### config.mk
export PLATFORM = sky130hd
export DESIGN_NAME = fetch_stage
export DESIGN_NICKNAME = d
export VERILOG_FILES = /design/src/rtl/fetch_stage_pkg.sv /design/src/rtl/fetch_stage_if_id_reg.sv /design/src/rtl/fetch_stage.sv
export SDC_FILE = /design/constraint.sdc
export NUM_CORES = 1
export LEC_CHECK = 0
export ABC_AREA = 1
export CORE_UTILIZATION = 40
export CTS_CLUSTER_DIAMETER = 40
export DETAILED_ROUTE_END_ITERATION = 8
export HOLD_SLACK_MARGIN = 0.05
export PLACE_DENSITY_LB_ADDON = 0.25
export RECOVER_POWER = 25
export SYNTH_ARGS = -nofsm -noshare
export SYNTH_HDL_FRONTEND = slang
export SYNTH_HIERARCHICAL = 1
export SYNTH_SLANG_ARGS = --single-unit
### constraint.sdc
create_clock -name f_i_clk -period 8.5 [get_ports f_i_clk]
set_input_delay 2.55 -clock f_i_clk [delete_from_list [all_inputs] [get_ports f_i_clk]]
set_output_delay 2.55 -clock f_i_clk [all_outputs]
set_load 0.1 [all_outputs]
### src/rtl/fetch_stage_pkg.sv
// Shared definitions for the instruction-fetch stage: FSM states and
// default widths/reset address.
package fetch_stage_pkg;

    localparam int unsigned FETCH_IWIDTH   = 32;
    localparam logic [31:0] FETCH_RESET_PC = 32'h0000_0000;

    typedef enum logic [1:0] {
        FETCH_IDLE = 2'd0,
        FETCH_REQ  = 2'd1,
        FETCH_HOLD = 2'd2
    } fetch_state_e;

endpackage

### src/rtl/fetch_stage_if_id_reg.sv
// IF/ID pipeline register: instruction, its PC, PC+4 and the decoder
// chip enable. Clear beats load; load beats hold; otherwise a bubble.
module if_id_reg #(
    parameter int unsigned PC_WIDTH = 32,
    parameter int unsigned IWIDTH   = 32
) (
    input  logic                clk,
    input  logic                rst,
    input  logic                load,
    input  logic                clear,
    input  logic                hold,
    input  logic [IWIDTH-1:0]   d_instr,
    input  logic [PC_WIDTH-1:0] d_pc,
    input  logic [PC_WIDTH-1:0] d_pc4,
    output logic [IWIDTH-1:0]   q_instr,
    output logic [PC_WIDTH-1:0] q_pc,
    output logic [PC_WIDTH-1:0] q_pc4,
    output logic                q_ce
);

    always_ff @(posedge clk or posedge rst) begin
        if (rst) begin
            q_instr <= '0;
            q_pc    <= '0;
            q_pc4   <= '0;
            q_ce    <= 1'b0;
        end else if (clear) begin
            q_ce <= 1'b0;
        end else if (load) begin
            q_instr <= d_instr;
            q_pc    <= d_pc;
            q_pc4   <= d_pc4;
            q_ce    <= 1'b1;
        end else if (!hold) begin
            // payload is kept; only the valid bit drops
            q_ce <= 1'b0;
        end
    end

endmodule

### src/rtl/fetch_stage.sv
// Instruction-fetch stage: PC, instruction-memory req/ack handshake,
// one-entry stall hold buffer, redirect with in-flight kill, IF/ID register.
module fetch_stage
    import fetch_stage_pkg::*;
#(
    parameter int unsigned          PC_WIDTH = 32,
    parameter logic [PC_WIDTH-1:0]  RESET_PC = PC_WIDTH'(FETCH_RESET_PC),
    parameter int unsigned          IWIDTH   = FETCH_IWIDTH
) (
    input  logic                f_i_clk,
    input  logic                f_i_rst,
    input  logic                f_i_stall,
    input  logic                f_i_redirect,
    input  logic [PC_WIDTH-1:0] f_i_redirect_pc,
    output logic                f_o_imem_req,
    output logic [PC_WIDTH-1:0] f_o_imem_addr,
    input  logic                f_i_imem_ack,
    input  logic [IWIDTH-1:0]   f_i_imem_data,
    output logic [IWIDTH-1:0]   f_o_instr,
    output logic [PC_WIDTH-1:0] f_o_pc,
    output logic [PC_WIDTH-1:0] f_o_pc4,
    output logic                f_o_ce
);

    fetch_state_e         state_q;
    logic [PC_WIDTH-1:0]  pc_q;
    logic [PC_WIDTH-1:0]  req_addr_q;
    logic                 outstanding_q;
    logic                 kill_q;
    logic                 hold_valid_q;
    logic [IWIDTH-1:0]    hold_instr_q;
    logic [PC_WIDTH-1:0]  hold_pc_q;

    logic                 ack;
    logic [PC_WIDTH-1:0]  pc4;
    logic [PC_WIDTH-1:0]  redirect_aligned;
    logic                 ifid_load;
    logic                 ifid_clear;
    logic                 ifid_hold;
    logic [IWIDTH-1:0]    load_instr;
    logic [PC_WIDTH-1:0]  load_pc;

    // An issued request stays up regardless of stall; stall only gates issue.
    assign f_o_imem_req     = (state_q == FETCH_REQ) && (outstanding_q || !f_i_stall);
    assign f_o_imem_addr    = outstanding_q ? req_addr_q : pc_q;
    assign ack              = f_o_imem_req && f_i_imem_ack;
    assign pc4              = pc_q + PC_WIDTH'(4);
    assign redirect_aligned = f_i_redirect_pc & ~PC_WIDTH'(3);

    always_comb begin
        ifid_clear = f_i_redirect;
        ifid_hold  = f_i_stall;
        ifid_load  = 1'b0;
        load_instr = f_i_imem_data;
        load_pc    = pc_q;
        if (state_q == FETCH_HOLD) begin
            load_instr = hold_instr_q;
            load_pc    = hold_pc_q;
            ifid_load  = hold_valid_q && !f_i_stall;
        end else if (state_q == FETCH_REQ) begin
            ifid_load  = ack && !kill_q && !f_i_stall;
        end
    end

    always_ff @(posedge f_i_clk or posedge f_i_rst) begin
        if (f_i_rst) begin
            state_q       <= FETCH_IDLE;
            pc_q          <= RESET_PC;
            req_addr_q    <= '0;
            outstanding_q <= 1'b0;
            kill_q        <= 1'b0;
            hold_valid_q  <= 1'b0;
            hold_instr_q  <= '0;
            hold_pc_q     <= '0;
        end else begin
            outstanding_q <= f_o_imem_req && !f_i_imem_ack;
            if (f_o_imem_req && !outstanding_q)
                req_addr_q <= pc_q;
            if (f_i_redirect) begin
                // the address of a still-unacked request stays on the bus;
                // its eventual ack is dropped via kill
                pc_q         <= redirect_aligned;
                state_q      <= FETCH_REQ;
                hold_valid_q <= 1'b0;
                kill_q       <= f_o_imem_req && !f_i_imem_ack;
            end else begin
                case (state_q)
                    FETCH_IDLE: state_q <= FETCH_REQ;
                    FETCH_REQ: begin
                        if (ack) begin
                            if (kill_q) begin
                                kill_q <= 1'b0;
                            end else begin
                                pc_q <= pc4;
                                if (f_i_stall) begin
                                    hold_instr_q <= f_i_imem_data;
                                    hold_pc_q    <= pc_q;
                                    hold_valid_q <= 1'b1;
                                    state_q      <= FETCH_HOLD;
                                end
                            end
                        end
                    end
                    FETCH_HOLD: begin
                        if (!f_i_stall) begin
                            hold_valid_q <= 1'b0;
                            state_q      <= FETCH_REQ;
                        end
                    end
                    default: state_q <= FETCH_IDLE;
                endcase
            end
        end
    end

    if_id_reg #(
        .PC_WIDTH(PC_WIDTH),
        .IWIDTH  (IWIDTH)
    ) u_if_id (
        .clk    (f_i_clk),
        .rst    (f_i_rst),
        .load   (ifid_load),
        .clear  (ifid_clear),
        .hold   (ifid_hold),
        .d_instr(load_instr),
        .d_pc   (load_pc),
        .d_pc4  (load_pc + PC_WIDTH'(4)),
        .q_instr(f_o_instr),
        .q_pc   (f_o_pc),
        .q_pc4  (f_o_pc4),
        .q_ce   (f_o_ce)
    );

endmodule

## Word-level counts from Yosys, hierarchy flattened

Cells that the tools add are included.

| word-level totals | value |
|---|---|
| bits in registers | 230 |
| input bits | 69 |
| output and inout bits | 130 |
| word-level logic and storage cells | 72 |

| operators by class | value |
|---|---|
| add/subtract/negate cells | 2 |
| equality and inequality tests | 8 |
| multiplexer cells | 26 |
| bitwise operators | 2 |
| reduce and logical (&&, ||, !) cells | 22 |

Operators by type and width:

| operator | count |
|---|---|
| two-way mux 32 bit | 7 |
| adder 32 x 3 -> 32 bit (second input constant) | 2 |
| two-way mux 1 bit | 12 |
| != test 3 bit (second input constant) | 4 |
| two-way mux 2 bit | 5 |
| AND reduction 5 bit | 2 |
| logical AND 1 bit | 7 |
| case mux 2 bit (3 select lines) | 1 |
| logical NOT 1 bit | 4 |
| AND reduction 2 bit | 2 |
| AND reduction 4 bit | 1 |
| nonzero test 2 bit | 2 |
| != test 3 x 1 -> 1 bit (second input constant) | 1 |
| AND reduction 3 bit | 1 |
| nonzero test 3 bit | 1 |
| == test 2 x 1 -> 1 bit (second input constant) | 1 |
| == test 2 bit (second input constant) | 1 |
| logical NOT 2 bit | 1 |
| != test 2 bit (second input constant) | 1 |
| inverter 1 bit | 2 |
| case mux 1 bit (2 select lines) | 1 |
| logical OR 1 bit | 1 |

## Depth between registers and ports, before layout

Gate-level depths: netlist of the first run.

| logic depth | value |
|---|---|
| word-level depth | 10 |
| gate-level depth with buffers | 16 |
| depth with buffers taken out | 15 |

## Cells and area by module

Netlist of the first run, hierarchy kept.

By module, submodules not included:

| module | instances | cells an instance | area an instance (um2) | sequential area each (um2) |
|---|---|---|---|---|
| fetch_stage | 1 | 1141 | 7783.7 | 3178.0 |
| if_id_reg | 1 | 421 | 3837.4 | 2427.3 |

## Worst setup path after synthesis of the first run

OpenSTA, ideal clock, no wires.

| path | value |
|---|---|
| kind | input-to-output |
| start point | in f_i_stall |
| end point | out f_o_imem_req |
| arrival | 3333 ps |
| data required time | 5950 ps |
| path slack | 2617 ps |
| stages on the path | 3 |
| path through | inv_1 -> o21ai_2 -> inv_1 |

| on the way | value |
|---|---|
| cells in the longest elaborated chain, start to end | 3 |

RTL lines:

| element | line | RTL |
|---|---|---|
| from (decl) | fetch_stage.sv:12 | `input logic f_i_stall,` |
| logical NOT 1 bit | - |  |
| logical OR 1 bit | fetch_stage.sv:44 | `assign f_o_imem_req = (state_q == FETCH_REQ) && (outstanding_q \|\| !f_i_stall);` |
| logical AND 1 bit | fetch_stage.sv:44 |  |
| to (decl) | fetch_stage.sv:15 | `output logic f_o_imem_req,` |

No other way between the ends.

## Worst setup path after layout of the first run

Same ends and word-level chain as after synthesis.

==> results of run 1 <==
[metrics by stage]
stage | hold slack, ns | util | setup WS (ns) | total power (µW) | instance area (µm²)
6_report | 0.464 | 0.527 | 0.767 | 5850 | 15100
2_1_floorplan | 0.448 | - | 2.57 | 3570 | 11600
5_1_grt | 0.491 | 0.527 | 0.645 | 6110 | 15100
3_5_place_dp | 0.458 | 0.478 | 1.16 | 4210 | 13700
3_3_place_gp | 0.452 | 0.478 | 1.17 | 4180 | 13700
4_1_cts | 0.469 | 0.528 | 1.15 | 5880 | 15100
[how the worst max path moves through the flow]
stage	start	end	slack [ns]
2_1_floorplan	f_i_rst	hold_instr_q[0]	2.57
3_3_place_gp	f_i_stall	f_o_imem_req	1.17
3_5_place_dp	f_i_stall	f_o_imem_req	1.16
4_1_cts	f_i_stall	f_o_imem_req	1.15
5_1_grt	f_i_stall	f_o_imem_req	0.64
6_report	f_i_stall	f_o_imem_req	0.77
[metal layers]
| layer | track usage | vias up | part of all wire |
|---|---|---|---|
| met5 | 0 | - | 0 |
| met4 | 0.0773 | 0 | 0.025 |
| met3 | 0.0339 | 59 | 0.062 |
| met2 | 0.344 | 343 | 0.44 |
| met1 | 0.327 | 4948 | 0.47 |
| li1 | - | 5301 | - |
[state kept, by name (all words and copies together), names as in the netlist, 2 cells and up]
name	count
pc_q	30
u_if_id/q_pc4	32
hold_instr_q	32
u_if_id/q_pc	32
hold_pc_q	30
u_if_id/q_instr	32
req_addr_q	30
state_q	2
[layout by cell type, fill, tap and decap left out, types with 12 or more instances in the layout]
cell,count
clkdlybuf4s50_1,193
inv_1,117
nand2_1,595
xor2_1,16
nor2_1,64
nand2_2,27
nand3_1,182
o21ai_0,170
o211ai_1,12
dfrtp_1,224
clkbuf_16,41
[cell families (layout without fill, tap and decap cells)]
group	Yosys count	in the layout	synth area share
other	1	6	0.000323
buffers and inverters	209	400	0.0799
xor gates and xnor gates	22	22	0.0166
DFF	224	224	0.482
adders and majority gates	2	2	0.00215
AOI/OAI and AO/OA	197	197	0.0891
and+or+nand+nor	907	907	0.330
[power breakdown]
part	total (µW)	internal, µW	switching [µW]
registers	1620	1410	206
clock network	1650	1100	559
logic	2570	550	2020
total	5850	3060	2790
[area by class of cell]
type,count,area [µm²],area share
clock inverters,23,297,0.0197
well taps,384,480,0.0319
clock buffers,50,1120,0.0742
flip-flops and latches,224,5610,0.372
multi-input cells,1134,5110,0.339
inverters,124,468,0.0310
repair buffers,203,2010,0.133
[critical path, cell delays in order]
cell	delay, ns
clkdlybuf4s50_1	0.64
inv_1	0.14
o21ai_0	0.73
inv_1	0.11
clkdlybuf4s50_1	1.00
==> out/qor.yml, run 1 <==
outcome: "finished, violations left"
violations: "max-capacitance violations, max-slew violations"
num_rows: 62
worstSetupEndpointType: "primary output"
numPortBuffers: 194
whs_path_depth: 2
clockRootBuffer: "clkbuf_16"
post_cts_buffers: 0
clkTransAtPathRegs_ns: 0.05
required_ns: 5.95
yosysMostFrequentCell: "nand2_1"
dpl.hpwl_mm: 22.2
finalWorstPathRequiredPeriod_ns: 7.73
fmax_ghz: 0.129
nFillCells: 2736
grt_pass1_vias: 10076
peakVddDrop_uv: 169
cts_buffers: 40
dominantRegCellSynth: "dfrtp_1"
final_hold_viol_count: 0
syn-instance-count: 1562
grt_pass1_wl_mm: 53.1
dp_cells: 2069
drt_first_pass_iters: 5
grt_start_max_net_pins: 108
area_delta_synth_final_pct: 29.8
gp_congestion: 0.966
yosys-top-cells-area: "dfrtp_1 48%, nand2_1 19%, nand3_1 7.8%"
core_um2: 28600
dr.first_iter.drc_count: 830
holdCritPathClass: "reg -> reg"
crit_arrival_ns: 5.18
synth_cell_types: 35
grt-ovfl-total: 0
cts_htree_levels: 2
r2r_slack_ns: 5.21
tritoncts: "built"
grt_antenna_before_repair: 0
crit_type: "in -> out"
r2r_cells: 6
crit_fanout: 7
worstSkewPairLatency_ns: 0.52
ys_seq_area_frac: 0.482
drc: 0
worstHoldStart: "u_if_id/q_pc4[10]"
start_util: 0.406
startpoint_type: "input port"
skew_ns: 0.0272
hold_buffers: 0
synth_seq_cells: 224
die_area_um2: 29700
die_w_um: 172
synth-edff-count: 0
fin_crit_sh: 0.910
cap_violations: 3
vias: 10651
nets: 1798
antenna_left: 0
synth_top_area_cell: "dfrtp_1"
n_antenna_cell: 0
reg2reg_from: "outstanding_q"
grt_usage: 0.226
cts_max_path_buffers: 3
routedWlPerCell_um: 15.3
setup_viol: 0
synth.avg_cell_area_um2: 7.44
ys_top_cells_by_count: "595 x nand2_1, 224 x dfrtp_1, 181 x nand3_1, 170 x o21ai_0, 119 x inv_1"
routed_wl_mm: 32.8
stdcell_count: 2142
slew_violations: 168
async_reset_ff_frac: 1.00
setup_tns_ns: 0
synthesis.area_um2: 11600
leakagePower_uw: 0.00720
powerDensity_nw_per_um2: 388
min_to: "u_if_id/q_pc4[10]"
cts_resized: 0
slew_headroom: -1.12
synth_warnings: 6
routed_via_density: 4.97
tightest_slew_ns: 3.17
synth_top_area_share: 0.482
pin_count: 199
dieHeight_um: 172
worstReg2RegEnd: "hold_instr_q[24]"
cts_sinks: 224
drive_above_1_share: 0.0751
rsz0062_at_grt: "false"
(Power assumes the default switching activity.)
==> run 2, diff against run 1 <==
--- a/config.mk
+++ b/config.mk
@@ -10,7 +10,6 @@
 export CTS_CLUSTER_DIAMETER = 40
 export DETAILED_ROUTE_END_ITERATION = 8
 export HOLD_SLACK_MARGIN = 0.05
-export PLACE_DENSITY_LB_ADDON = 0.25
 export RECOVER_POWER = 25
 export SYNTH_ARGS = -nofsm -noshare
 export SYNTH_HDL_FRONTEND = slang
==> out/qor.yml, run 2 (synthesis gave the netlist of run 1 again) <==
grt_pass1_wl_mm: 52.7
routed_via_density: 4.95
layout_common_cells: "595 x nand2_1, 224 x dfrtp_1, 192 x clkdlybuf4s50_1, 181 x nand3_1, 169 x o21ai_0"
cts_buffers: 38
dpl.hpwl_mm: 22.3
post_cts_buffers: 0
cts_max_path_buffers: 3
cap_violations: 3
grt-ovfl-total: 0
power_uw: 5630
vias: 10583
required_ns: 5.95
clockRootBuffer: "clkbuf_16"
dieHeight_um: 172
powerDensity_nw_per_um2: 378
fin_crit_sh: 0.879
start_util: 0.406
nFillCells: 2800
grt_usage: 0.225
final_hold_viol_count: 0
holdCritPathClass: "reg -> reg"
crit_fanout: 7
peakVddDrop_uv: 165
worstSetupEndpointType: "primary output"
core_um2: 28600
grt_pass1_vias: 9836
dr.first_iter.drc_count: 857
finalWorstPathRequiredPeriod_ns: 7.48
die_area_um2: 29700
r2r_slack_ns: 5.22
crit_arrival_ns: 4.93
nets: 1797
area_delta_synth_final_pct: 28.2
routed_wl_mm: 32.9
rsz0062_at_grt: "false"
fmax_ghz: 0.134
drive_above_1_share: 0.0707
gp_congestion: 0.970
final_common_cell: "nand2_1"
drc: 0
grt_antenna_before_repair: 0
worstSkewPairLatency_ns: 0.51
cts_resized: 0
setup_viol: 0
num_rows: 62
antenna_left: 0
tightest_slew_ns: 3.10
cts_htree_levels: 2
hold_buffers: 0
pin_count: 199
grt_start_max_net_pins: 99
crit_type: "in -> out"
clkTransAtPathRegs_ns: 0.05
drt_first_pass_iters: 6
skew_ns: 0.0138
slew_headroom: -1.07
startpoint_type: "input port"
tritoncts: "built"
n_antenna_cell: 0
setup_tns_ns: 0
die_w_um: 172
slew_violations: 157
numPortBuffers: 194
outcome: "finished, violations left"
cts_sinks: 224
routedWlPerCell_um: 15.4
violations: "max-capacitance violations, max-slew violations"
leakagePower_uw: 0.00712
[run 2: final timing paths]
path	start	end	cells past startpoint
worst max-delay path	f_i_stall	f_o_imem_req	6
worst min-delay path	u_if_id/q_instr[18]	u_if_id/q_instr[18]	2
worst max register to register	state_q[0]	u_if_id/q_pc4[16]	12
worst min register to register	u_if_id/q_instr[18]	u_if_id/q_instr[18]	2
max in group asynchronous	f_i_rst	u_if_id/q_pc[18]	3
min in group asynchronous	f_i_rst	u_if_id/q_instr[16]	2
[run 2: layout make-up]
cell class                      instances  area (µm²)  share of cell area
Sequential cell                       224        5610               0.376
Tap cell                              384         480              0.0322
Clock buffer                           54        1100              0.0740
Inverter                              124         468              0.0314
Multi-Input combinational cell       1134        5120               0.344
Timing Repair Buffer                  204        2010               0.135
Clock inverter                         14         111             0.00747
[run 2: worst max-delay path, stage by stage]
cell and delay [ns]:
dlygate4sd3_1 0.75, inv_1 0.14, o21ai_2 0.12, clkbuf_1 0.29, inv_1 0.07, clkdlybuf4s50_1 0.98
[run 2: per-stage QoR]
stage,util,area (µm²),worst slack [ns],cells,hold slack (ns)
global route,0.521,14900,0.899,2138,0.479
detailed placement,0.479,13700,1.19,2070,0.457
finish,0.521,14900,1.02,2138,0.465
global placement,0.479,13700,1.19,2070,0.452
floorplan,-,11600,2.57,1567,0.448
CTS,0.521,14900,1.18,2138,0.470
[run 2: report_power, final]
part | internal (µW) | switching (µW)
logic | 550 | 2020
registers | 1410 | 204
clock network | 930 | 511
[run 2: routing by layer]
metal,wire length [µm],GRT usage,vias up,part of all wire
met5,0,0,-,0
met4,596,0.0554,0,0.018
met3,1940,0.0382,52,0.059
met2,14100,0.339,316,0.43
met1,16200,0.335,4900,0.49
li1,-,-,5315,-
==> run 3, diff against run 2 <==
--- a/config.mk
+++ b/config.mk
@@ -6,6 +6,8 @@
 export NUM_CORES = 1
 export LEC_CHECK = 0
 export ABC_AREA = 1
+export CAP_MARGIN = 10
+export CORE_MARGIN = 2
 export CORE_UTILIZATION = 40
 export CTS_CLUSTER_DIAMETER = 40
 export DETAILED_ROUTE_END_ITERATION = 8
==> out/qor.yml, run 3 (synthesis gave the netlist of run 1 again) <==
reg2reg_from: "state_q[0]"
path_cells: "dlygate4sd3_1 -> inv_1 -> o21ai_0 -> inv_1 -> clkdlybuf4s50_1"
powerDensity_nw_per_um2: 382
drc: 0
layout_common_cells: "595 x nand2_1, 224 x dfrtp_1, 192 x clkdlybuf4s50_1, 181 x nand3_1, 170 x o21ai_0"
cts_sinks: 224
grt_start_max_net_pins: 99
holdCritPathClass: "reg -> reg"
gp_congestion: 0.985
finalWorstPathRequiredPeriod_ns: 7.79
final_common_cell: "nand2_1"
drive_above_1_share: 0.0703
stdcell_count: 2134
clockRootBuffer: "clkbuf_16"
r2r_cells: 12
nFillCells: 2744
crit_type: "in -> out"
cpMaxStageDelayCell: "clkdlybuf4s50_1"
cts_htree_levels: 2
post_cts_buffers: 0
whs_path_depth: 2
fin_crit_sh: 0.916
start_util: 0.406
antenna_left: 0
cap_violations: 4
cp_slowest_stage_delay_ns: 1.01
dpl_worst_slack_ns: 1.17
rsz0062_at_grt: "false"
tritoncts: "built"
worstSkewPairLatency_ns: 0.51
routed_via_density: 4.94
hold_buffers: 0
dr.first_iter.drc_count: 1009
worstSetupEndpointType: "primary output"
numPortBuffers: 194
startpoint_type: "input port"
grt_pass1_vias: 10005
min_to: "u_if_id/q_instr[15]"
slew_violations: 171
dpl.hpwl_mm: 22.6
violations: "max-capacitance violations, max-slew violations"
grt_pass1_wl_mm: 54.3
drt_first_pass_iters: 5
cp_num_buf_inv: 4
fin_ws_ns: 0.712
crit_fanout: 7
cts_resized: 0
multi_input_area_um2: 5120
grt_usage: 0.220
skew_ns: 0.0254
clkTransAtPathRegs_ns: 0.05
required_ns: 5.95
dp_cells: 2070
nets: 1796
outcome: "finished, violations left"
num_rows: 62
setup_tns_ns: 0
grt_antenna_before_repair: 0
routedWlPerCell_um: 15.6
grt-ovfl-total: 0
cts_max_path_buffers: 3
vias: 10542
core_um2: 28600
fmax_ghz: 0.128
regArea_um2: 5610
n_antenna_cell: 0
die_area_um2: 30400
area_delta_synth_final_pct: 28.5
tightest_slew_ns: 2.98
pin_count: 199
worstReg2RegEnd: "u_if_id/q_pc4[16]"
final_hold_viol_count: 0
routed_wl_mm: 33.4
r2r_slack_ns: 5.17
die_w_um: 174
leakagePower_uw: 0.00714
crit_arrival_ns: 5.24
cts_buffers: 37
worstHoldStart: "u_if_id/q_instr[15]"
crit_family: "buffers and inverters"
dieHeight_um: 174
peakVddDrop_uv: 171
setup_viol: 0
cp_common_cell: "inv_1"
slew_headroom: -0.988
-- run 3: metrics by stage --
step           instance area (µm²)  utilization  power (µW)  hold slack, ns
2_1_floorplan                11600            -        3570           0.448
3_3_place_gp                 13700        0.479        4180           0.452
3_5_place_dp                 13700        0.479        4210           0.457
4_1_cts                      15000        0.522        5740           0.470
5_1_grt                      14900        0.522        5960           0.486
6_report                     14900        0.522        5700           0.464
-- run 3: worst reg2reg max path, cell delays in order, from the launching register on --
cell,delay [ns]
dfrtp_1,0.41
inv_2,0.46
nand2_2,0.62
nand2_1,0.24
o21ai_2,0.12
inv_1,0.13
ha_1,0.23
nand3_2,0.17
nor2_1,0.40
nand2_1,0.12
xor2_1,0.18
nand3_1,0.10
nand2_1,0.12
-- run 3: how the worst max path moves through the flow --
stage                                  to  slack, ns  cells past startpoint       from
after floorplan           hold_instr_q[0]       2.57                      1    f_i_rst
after global placement       f_o_imem_req       1.21                      5  f_i_stall
after detailed placement     f_o_imem_req       1.17                      5  f_i_stall
after CTS                    f_o_imem_req       1.16                      5  f_i_stall
after global routing         f_o_imem_req       0.55                      5  f_i_stall
final                        f_o_imem_req       0.71                      5  f_i_stall
-- run 3: layout make-up --
class	instances	share of cell area
Tap cell	384	0.0322
Clock inverter	14	0.0126
Clock buffer	50	0.0713
Sequential cell	224	0.375
Multi-Input combinational cell	1134	0.343
Inverter	124	0.0313
Timing Repair Buffer	204	0.135
-- run 3: power by group --
group          switching (µW)  total [µW]  internal (µW)
clock network             515        1510            997
registers                 205        1620           1410
logic                    2030        2580            550
-- run 3: layer usage --
layer  GRT usage  wire (µm)  vias to the layer above
li1            -          -                     5292
met3      0.0361       1910                       56
met5           0          0                        -
met2       0.320      14200                      339
met4      0.0571        712                        0
met1       0.339      16600                     4855
